===== src/rtl/hf_pkg.sv =====
// rtl/hf_pkg.sv - shared HF image constants, mode codes and latency FSM state type
package hf_pkg;

   localparam logic [2:0] SNIFFER       = 3'd0;
   localparam logic [2:0] TAGSIM_LISTEN = 3'd1;
   localparam logic [2:0] TAGSIM_MOD    = 3'd2;
   localparam logic [2:0] READER_LISTEN = 3'd3;
   localparam logic [2:0] READER_MOD    = 3'd4;

   localparam int DEFAULT_THRESHOLD = 40;

   typedef enum logic {
      LAT_IDLE = 1'b0,
      LAT_RUN  = 1'b1
   } lat_state_e;

endpackage


===== src/rtl/hf_edge_filter.sv =====
// rtl/hf_edge_filter.sv - four-deep ADC history and 5-tap Gaussian-derivative edge filter
module hf_edge_filter
   import hf_pkg::*;
#(
   parameter int ADC_W = 8
) (
   input  logic                    clk,
   input  logic                    rst,
   input  logic [ADC_W-1:0]        adc_d,
   output logic signed [ADC_W+2:0] f
);

   logic [ADC_W-1:0] p1_q, p2_q, p3_q, p4_q;
   logic [ADC_W-1:0] p1_d, p2_d, p3_d, p4_d;
   logic [ADC_W+2:0] pos_sum, neg_sum;

   always_comb begin
      p1_d = adc_d;
      p2_d = p1_q;
      p3_d = p2_q;
      p4_d = p3_q;
   end

   always_ff @(posedge clk) begin
      if (rst) begin
         p1_q <= '0;
         p2_q <= '0;
         p3_q <= '0;
         p4_q <= '0;
      end else begin
         p1_q <= p1_d;
         p2_q <= p2_d;
         p3_q <= p3_d;
         p4_q <= p4_d;
      end
   end

   // Center tap p2 carries zero weight; it only delays the history.
   always_comb begin
      pos_sum = ({3'b000, p4_q} << 1) + {3'b000, p3_q};
      neg_sum = ({3'b000, adc_d} << 1) + {3'b000, p1_q};
      f       = $signed(pos_sum - neg_sum);
   end

endmodule


===== src/rtl/hf_subcarrier_demod.sv =====
// rtl/hf_subcarrier_demod.sv - reader-side subcarrier detector, SSP framer, response latency timer
// Optional latency FSM/counter built only when HF_DEMOD_TIMESTAMP_EN is defined.
module hf_subcarrier_demod
   import hf_pkg::*;
#(
   parameter int ADC_W      = 8,
   parameter int SUBC_LOG2  = 4,
   parameter int FRAME_LOG2 = 3,
   parameter int TS_W       = 16
) (
   input  logic                   ck_1356meg,
   input  logic                   rst,
   input  logic                   enable,
   input  logic [ADC_W-1:0]       adc_d,
   input  logic [ADC_W+1:0]       threshold,
   input  logic [SUBC_LOG2-1:0]   detect_phase,
   input  logic                   mod_sig,
   output logic                   curbit,
   output logic                   ssp_clk,
   output logic                   ssp_frame,
   output logic                   ssp_din,
   output logic [(1<<FRAME_LOG2)-1:0] frame_word,
   output logic                   frame_valid,
   output logic [TS_W-1:0]        resp_latency,
   output logic                   resp_latency_valid
);

   localparam int CW = SUBC_LOG2 + FRAME_LOG2;
   localparam int P  = 1 << SUBC_LOG2;
   localparam int FB = 1 << FRAME_LOG2;
   localparam int FW = ADC_W + 3;

   localparam logic [CW-1:0]        CNT_LAST = CW'(P * (FB - 1));
   localparam logic [CW-1:0]        FR_SET   = CW'(P / 2 - 1);
   localparam logic [CW-1:0]        FR_CLR   = CW'(P / 2 - 1 + P);
   localparam logic [SUBC_LOG2-1:0] HALF_PH  = SUBC_LOG2'(P / 2);
   localparam logic signed [FW-1:0] ZERO_F   = '0;

   logic signed [FW-1:0] f;
   logic signed [FW-1:0] thr_s, thr_neg;
   logic [SUBC_LOG2-1:0] phase;

   logic [CW-1:0]        cnt_q, cnt_d;
   logic                 curbit_q, curbit_d;
   logic signed [FW-1:0] fall_max_q, fall_max_d;
   logic signed [FW-1:0] rise_min_q, rise_min_d;
   logic [FB-1:0]        shift_q, shift_d;
   logic [FB-1:0]        frame_word_q, frame_word_d;
   logic                 frame_valid_q, frame_valid_d;
   logic                 ssp_clk_q, ssp_clk_d;
   logic                 ssp_frame_q, ssp_frame_d;
   logic                 ssp_din_q, ssp_din_d;

   hf_edge_filter #(.ADC_W(ADC_W)) u_filter (
      .clk   (ck_1356meg),
      .rst   (rst),
      .adc_d (adc_d),
      .f     (f)
   );

   assign phase   = cnt_q[SUBC_LOG2-1:0];
   assign thr_s   = $signed({1'b0, threshold});
   assign thr_neg = -thr_s;

   always_comb begin
      cnt_d         = cnt_q + 1'b1;
      curbit_d      = curbit_q;
      fall_max_d    = fall_max_q;
      rise_min_d    = rise_min_q;
      shift_d       = shift_q;
      frame_word_d  = frame_word_q;
      frame_valid_d = 1'b0;
      ssp_clk_d     = ssp_clk_q;
      ssp_frame_d   = ssp_frame_q;
      ssp_din_d     = ssp_din_q;

      // A decision needs both a falling and a rising edge inside one window.
      if (phase == detect_phase) begin
         curbit_d   = (fall_max_q > thr_s) && (rise_min_q < thr_neg);
         fall_max_d = '0;
         rise_min_d = '0;
      end else begin
         if ((f > ZERO_F) && (f > fall_max_q)) fall_max_d = f;
         if ((f <= ZERO_F) && (f < rise_min_q)) rise_min_d = f;
      end

      if (phase == '0) begin
         shift_d   = {shift_q[FB-2:0], curbit_q};
         ssp_din_d = enable & curbit_q;
         ssp_clk_d = 1'b1;
         if (cnt_q == CNT_LAST) begin
            frame_word_d  = {shift_q[FB-2:0], curbit_q};
            frame_valid_d = enable;
         end
      end
      if (phase == HALF_PH) ssp_clk_d = 1'b0;

      if (cnt_q == FR_SET) ssp_frame_d = 1'b1;
      if (cnt_q == FR_CLR) ssp_frame_d = 1'b0;
   end

   always_ff @(posedge ck_1356meg) begin
      if (rst) begin
         cnt_q         <= '0;
         curbit_q      <= 1'b0;
         fall_max_q    <= '0;
         rise_min_q    <= '0;
         shift_q       <= '0;
         frame_word_q  <= '0;
         frame_valid_q <= 1'b0;
         ssp_clk_q     <= 1'b0;
         ssp_frame_q   <= 1'b0;
         ssp_din_q     <= 1'b0;
      end else begin
         cnt_q         <= cnt_d;
         curbit_q      <= curbit_d;
         fall_max_q    <= fall_max_d;
         rise_min_q    <= rise_min_d;
         shift_q       <= shift_d;
         frame_word_q  <= frame_word_d;
         frame_valid_q <= frame_valid_d;
         ssp_clk_q     <= ssp_clk_d;
         ssp_frame_q   <= ssp_frame_d;
         ssp_din_q     <= ssp_din_d;
      end
   end

   assign curbit      = curbit_q;
   assign ssp_clk     = ssp_clk_q;
   assign ssp_frame   = ssp_frame_q;
   assign ssp_din     = ssp_din_q;
   assign frame_word  = frame_word_q;
   assign frame_valid = frame_valid_q;

`ifdef HF_DEMOD_TIMESTAMP_EN
   lat_state_e      lat_state_q, lat_state_d;
   logic [TS_W-1:0] lat_cnt_q, lat_cnt_d, lat_inc;
   logic [TS_W-1:0] resp_latency_q, resp_latency_d;
   logic            resp_latency_valid_q, resp_latency_valid_d;
   logic            mod_q, mod_d;
   logic            mod_fall, mod_rise, curbit_rise;

   assign mod_fall    = mod_q & ~mod_sig;
   assign mod_rise    = mod_sig & ~mod_q;
   assign curbit_rise = curbit_d & ~curbit_q;
   assign lat_inc     = (&lat_cnt_q) ? lat_cnt_q : lat_cnt_q + 1'b1;

   // Latency includes the edge that registers the curbit rise, hence lat_inc.
   always_comb begin
      lat_state_d          = lat_state_q;
      lat_cnt_d            = lat_cnt_q;
      resp_latency_d       = resp_latency_q;
      resp_latency_valid_d = 1'b0;
      mod_d                = mod_sig;
      if (!enable) begin
         lat_state_d = LAT_IDLE;
      end else if (mod_fall) begin
         lat_state_d = LAT_RUN;
         lat_cnt_d   = '0;
      end else if (lat_state_q == LAT_RUN) begin
         if (mod_rise) begin
            lat_state_d = LAT_IDLE;
         end else if (curbit_rise) begin
            lat_state_d          = LAT_IDLE;
            resp_latency_d       = lat_inc;
            resp_latency_valid_d = 1'b1;
         end else begin
            lat_cnt_d = lat_inc;
         end
      end
   end

   always_ff @(posedge ck_1356meg) begin
      if (rst) begin
         lat_state_q          <= LAT_IDLE;
         lat_cnt_q            <= '0;
         resp_latency_q       <= '0;
         resp_latency_valid_q <= 1'b0;
         mod_q                <= 1'b0;
      end else begin
         lat_state_q          <= lat_state_d;
         lat_cnt_q            <= lat_cnt_d;
         resp_latency_q       <= resp_latency_d;
         resp_latency_valid_q <= resp_latency_valid_d;
         mod_q                <= mod_d;
      end
   end

   assign resp_latency       = resp_latency_q;
   assign resp_latency_valid = resp_latency_valid_q;
`else
   logic unused_mod_sig;
   assign unused_mod_sig     = mod_sig;
   assign resp_latency       = '0;
   assign resp_latency_valid = 1'b0;
`endif

endmodule


===== config.mk =====
export PLATFORM = sky130hd
export DESIGN_NAME = hf_subcarrier_demod
export DESIGN_NICKNAME = d
export VERILOG_FILES = /design/src/rtl/hf_pkg.sv /design/src/rtl/hf_edge_filter.sv /design/src/rtl/hf_subcarrier_demod.sv
export SDC_FILE = /design/constraint.sdc
export NUM_CORES = 1
export LEC_CHECK = 0
export ABC_AREA = 1
export CAP_MARGIN = 5
export CORE_MARGIN = 4
export CORE_UTILIZATION = 40
export CTS_BUF_LIST = sky130_fd_sc_hd__clkbuf_16
export CTS_CLUSTER_SIZE = 8
export DETAILED_ROUTE_END_ITERATION = 10
export SYNTH_ARGS = -nofsm -noshare
export SYNTH_HDL_FRONTEND = slang
export SYNTH_SLANG_ARGS = --single-unit

===== constraint.sdc =====
create_clock -name ck_1356meg -period 5.2 [get_ports ck_1356meg]
set_input_delay 0.52 -clock ck_1356meg [delete_from_list [all_inputs] [get_ports ck_1356meg]]
set_output_delay 0.52 -clock ck_1356meg [all_outputs]
set_load 0.005 [all_outputs]

* Yosys cells after proc, flatten, opt, wreduce, memory -nomap -nowiden
Index checks and enable logic that the tools add are counted.
Operators by class: $add $sub $neg 5, $lt $le $gt $ge 6, equal/unequal tests 5, bitwise gates (word level) 3, reductions and logical operators 9
Operators by type and width (count):
- $gt A11 B11 Y1 | 2
- $lt A11 B11 Y1 | 2
- $add A9 B8 Y10 | 2
- $gt A11 B1 Y1 const B | 1
- $le A11 B1 Y1 const B | 1
- $neg A10 Y11 | 1
- $sub A11 B11 Y11 | 1
- $add A7 B1 Y7 const B | 1
- $eq A7 B3 Y1 const B | 1
- $eq A7 B5 Y1 const B | 1
- $eq A7 B7 Y1 const B | 1
- $reduce_or A2 Y1 | 3
- $eq A4 B4 Y1 | 1
- $eq A4 B4 Y1 const B | 1
- $logic_not A4 Y1 | 1
- $logic_and A1 B1 Y1 | 3
- $reduce_or A3 Y1 | 1
- $not A1 Y1 | 2
- $reduce_and A2 Y1 | 1
- $and A1 B1 Y1 | 1
Storage, ports and cells: register bits 81, output and inout port bits 30

* Depth between registers and ports, before layout
word-level depth 4, gate-level depth with buffers 31, depth with buffers taken out 30

* Hierarchy
Synthesis repeated with hierarchy kept, for this count alone.
Unflattened totals: cell total of the unflattened synthesis 746, area, all modules 5242.5 um^2
By module, submodules not included:
- hf_subcarrier_demod | times used 1, cells an instance 489, area each 3357.0 um^2, sequential area each 980.9 um^2
- hf_edge_filter | times used 1, cells an instance 257, area each 1885.6 um^2, sequential area each 640.6 um^2

* Worst setup path after synthesis
No wires, ideal clock.
path kind input port to flip-flop, start input adc_d[0], end register rise_min_q[2], arrival time 4056 ps, slack 1074 ps, stages 25, buffers on the path 1, path through ha_1 fa_1 nand3_1 nand2_1 a21oi_1 o21ai_0 xor2_1 ha_1 a21oi_1 o21a_1 nand2_1 or2_2 nand2_1 inv_1 ha_1 nand2_1 nor2_1 nand3_1 o2111ai_1 xor2_1 inv_1 nand2_2 buf_6 nand2_1 a21oi_1
On the way: word-level cells in the longest chain between the ends 4, elaborated cells on any way between the ends 5, those cells by class 2 x add/sub; 2 x order compare; 1 x reduce/logical
Ends and longest elaborated chain:
- from (decl) | line hf_subcarrier_demod.sv:14 | input logic [ADC_W-1:0] adc_d,
- $add A9 B8 Y10 * | line hf_edge_filter.sv:41 | neg_sum = ({3'b000, adc_d} << 1) + {3'b000, p1_q};
- $sub A11 B11 Y11 * | line hf_edge_filter.sv:42 | f = $signed(pos_sum - neg_sum);
- via f[8] | line hf_subcarrier_demod.sv:39 | logic signed [FW-1:0] f;
- $le A11 B1 Y1 / $lt A11 B11 Y1 (equally long branches) | line hf_subcarrier_demod.sv:84 | if ((f <= ZERO_F) && (f < rise_min_q)) rise_min_d = f;
- $logic_and A1 B1 Y1 * | line hf_subcarrier_demod.sv:84
- to (signal assigned) | line hf_subcarrier_demod.sv:118 | rise_min_q <= rise_min_d;
- to (decl) | line hf_subcarrier_demod.sv:46 | logic signed [FW-1:0] rise_min_q, rise_min_d;
Mark *: on every way through the listed nets, which the timed path passes. The rest lies on a longest branch. A chain may end at the register's enable or synchronous reset.

* Worst setup path after layout
start input adc_d[0], end register rise_min_q[10]
The elaborated chain is that of the path after synthesis.

==> metrics <==
outcome finished clean; DRC 0; critical path class in2reg; final instance area 0.005948 mm2; vias per cell 4.640; commonest non-fill, non-tap cell in the layout nand2_1; fraction of registers with async set or reset after synthesis 0%; largest net degree at the start of global routing 46; Placed Area 0.005662 mm2; final worst-path cycle share 91.30%; Avg WL per Cell 11.16 um; Die X 121.9 um; number of I/O port buffers 37; drt initial violations 172; number of buffers created by CTS 9; dpl hpwl 8375 um; io pins 56; DR vias 4,380; Clock Latency Late Sink 0.34 ns; main combinational cell family by area after synthesis simple AND/OR/NAND/NOR gates; number of max-slew violations in the final report 0; Slew @ Worst Pin 1.266 ns; Layout area overhead 14.66%; Fin Clk Skew 0.006227 ns; H-tree depth 3; final RePlAce weighted congestion 0.8332; most frequent cells in the layout nand2_1 (133), inv_1 (130), nor2_1 (104); Synth Area in XOR/XNOR 4.221%; die span in y 121.9 um; Clock Root Buffer clkbuf_16; final setup TNS 0 ns; vias in the first global route 4,344; clock sink total 81; sequential area share after synthesis 31.26%; Yosys cell types 39; TritonCTS clock tree built; Peak Freq 0.2106 GHz; # setup viols final 0; max_slew headroom 15.29%; Main synth FF type dfxtp_1; synth warn 0; RSZ-0062 raised after global routing no; GRT Util Overall 15.52%; Final min period 4.748 ns; max-capacitance violation count 0; Mapped Cells 728; CTS resizes 0; clock edge transition at the registers on the reported setup and hold paths 0.06 ns; Final #Nets 863; drt pass-1 iters 4; Mapped Area 0.005187 mm2; WP data arrival 5.01 ns; Antenna Nets Post-Route 0; mux cell area share after synthesis 0%; initial antenna violation count 0; Top cell by count, worst path nand2_1; post-synthesis register bit count 81; first-pass GRT wire length 18,720 um; site row count 41; smallest setup slack after layout 0.4522 ns; core footprint 0.01267 mm2; Worst path slowest cell clkdlybuf4s50_1; simple-gate portion of the synthesized area 23.93%; CP Launch Type primary input; EDFF count, synth 0; delay of the slowest critical-path stage 0.42 ns; Antenna Diode Count 0; ratio of cells with drive above 1 in the final layout 4.793%; Pleak 3.002 nW; full die area 0.01485 mm2; initial core utilization 40.94%; pwr dens 329.0 mW/mm2; Synth Area in Adders 17.32%; Max clock buf depth 2; DP Worst Slack 0.09286 ns; worst hold path type reg2reg; Post-CTS Setup Bufs 0; final hold vios 0; Critical Path Fanout Max 16; hold buffer count at cts 0; CP Capture Type flip-flop; CP Data Required Time 5.46 ns; VDD IR max 0.0001577 V; post-synthesis compound-gate area fraction 10.01%; filler instances 1,328; Post-Route WL 10,540 um; syn_area_per_cell 7.126 um2; gr ovfl total 0
## kinds of logic (layout without fill, tap and decap cells)
| logic type | Yosys count | in the layout |
|---|---|---|
| and+or+nand+nor | 296 | 296 |
| buffers and inverters | 161 | 189 |
| AOI/OAI and AO/OA | 94 | 94 |
| DFF | 81 | 81 |
| adders and majority gates | 70 | 70 |
| xor gates and xnor gates | 25 | 25 |
| other | 1 | 17 |
## through the flow
step	std cells	hold slack [ns]	total power (W)	util [%]
after global placement	928	0.3896	0.001336	44.68
after detailed placement	928	0.3929	0.001361	44.68
final	944	0.4010	0.001957	46.94
after floorplan	744	0.3883	0.001212	-
after CTS	944	0.4017	0.001978	46.94
after global routing	944	0.4111	0.002122	46.94
## power by group
part	internal (W)	switching (W)	total, W
registers	0.000677	0.0000393	0.000716
logic	0.000242	0.000391	0.000633
clock network	0.000332	0.000276	0.000608
total	0.00125	0.000706	0.00196
## final timing paths
check                         startpoint                           to  slack, ns  depth (start not counted)
max                             adc_d[0]  rise_min_q[10]$_SDFFE_PP0P_       0.45                         26
min reg2reg  u_filter.p2_q[7]$_SDFF_PP0_  u_filter.p3_q[7]$_SDFF_PP0_       0.40                          2
min          u_filter.p2_q[7]$_SDFF_PP0_  u_filter.p3_q[7]$_SDFF_PP0_       0.40                          2
max reg2reg  u_filter.p3_q[1]$_SDFF_PP0_  rise_min_q[10]$_SDFFE_PP0P_       0.57                         25
## registers in the layout, summed over array words and instances, names as in the netlist
register and count:
u_filter.p4_q 8, frame_word 8, ssp_clk 1, u_filter.p1_q 8, ssp_frame 1, curbit 1
u_filter.p3_q 8, ssp_din 1, fall_max_q 11, shift_q 7, cnt_q 7, rise_min_q 11
frame_valid 1, u_filter.p2_q 8
## critical path: cells and delay by family
kind                     cells  cell delay [ns]
buffers and inverters        4             0.77
AND/OR/NAND/NOR             10             1.23
XOR/XNOR                     2             0.35
AO/OA/AOI/OAI                6             0.81
adder cells (fa/ha/maj)      4             1.33
## area by class of cell
type / instances / area [um2] / share of cell area, %
flip-flops and latches: 81 / 1622 / 27.26
well taps: 172 / 215.2 / 3.618
multi-input cells: 502 / 2942 / 49.45
inverters: 134 / 503.0 / 8.456
clock inverters: 7 / 61.31 / 1.031
clock buffers: 9 / 225.2 / 3.786
repair buffers: 39 / 380.4 / 6.395
## synth_stat cells (all sizes together), types with 3 or more instances
| cell | number | area share (%) |
|---|---|---|
| nand4 | 11 | 1.3 |
| ha | 67 | 16 |
| fa | 3 | 1.2 |
| nor3 | 7 | 0.77 |
| o21ai | 30 | 3.0 |
| nand2 | 139 | 10 |
| inv | 134 | 9.7 |
| xnor2 | 3 | 0.51 |
| a21oi | 52 | 5.2 |
| nor2 | 106 | 7.8 |
| clkbuf | 7 | 0.51 |
| o21a | 3 | 0.43 |
| buf | 20 | 3.0 |
| nand3 | 24 | 2.6 |
| dfxtp | 81 | 31 |
| xor2 | 22 | 3.7 |
## layer usage
metal  track usage, %  part of all wire (%)  vias to the layer above
met5                0                     0                        -
met4            6.723                   2.2                        0
met3            3.064                   3.2                       21
met2            26.31                    47                       69
met1            19.14                    48                     1955
li1                 -                     -                     2335
(Power assumes the default switching activity.)
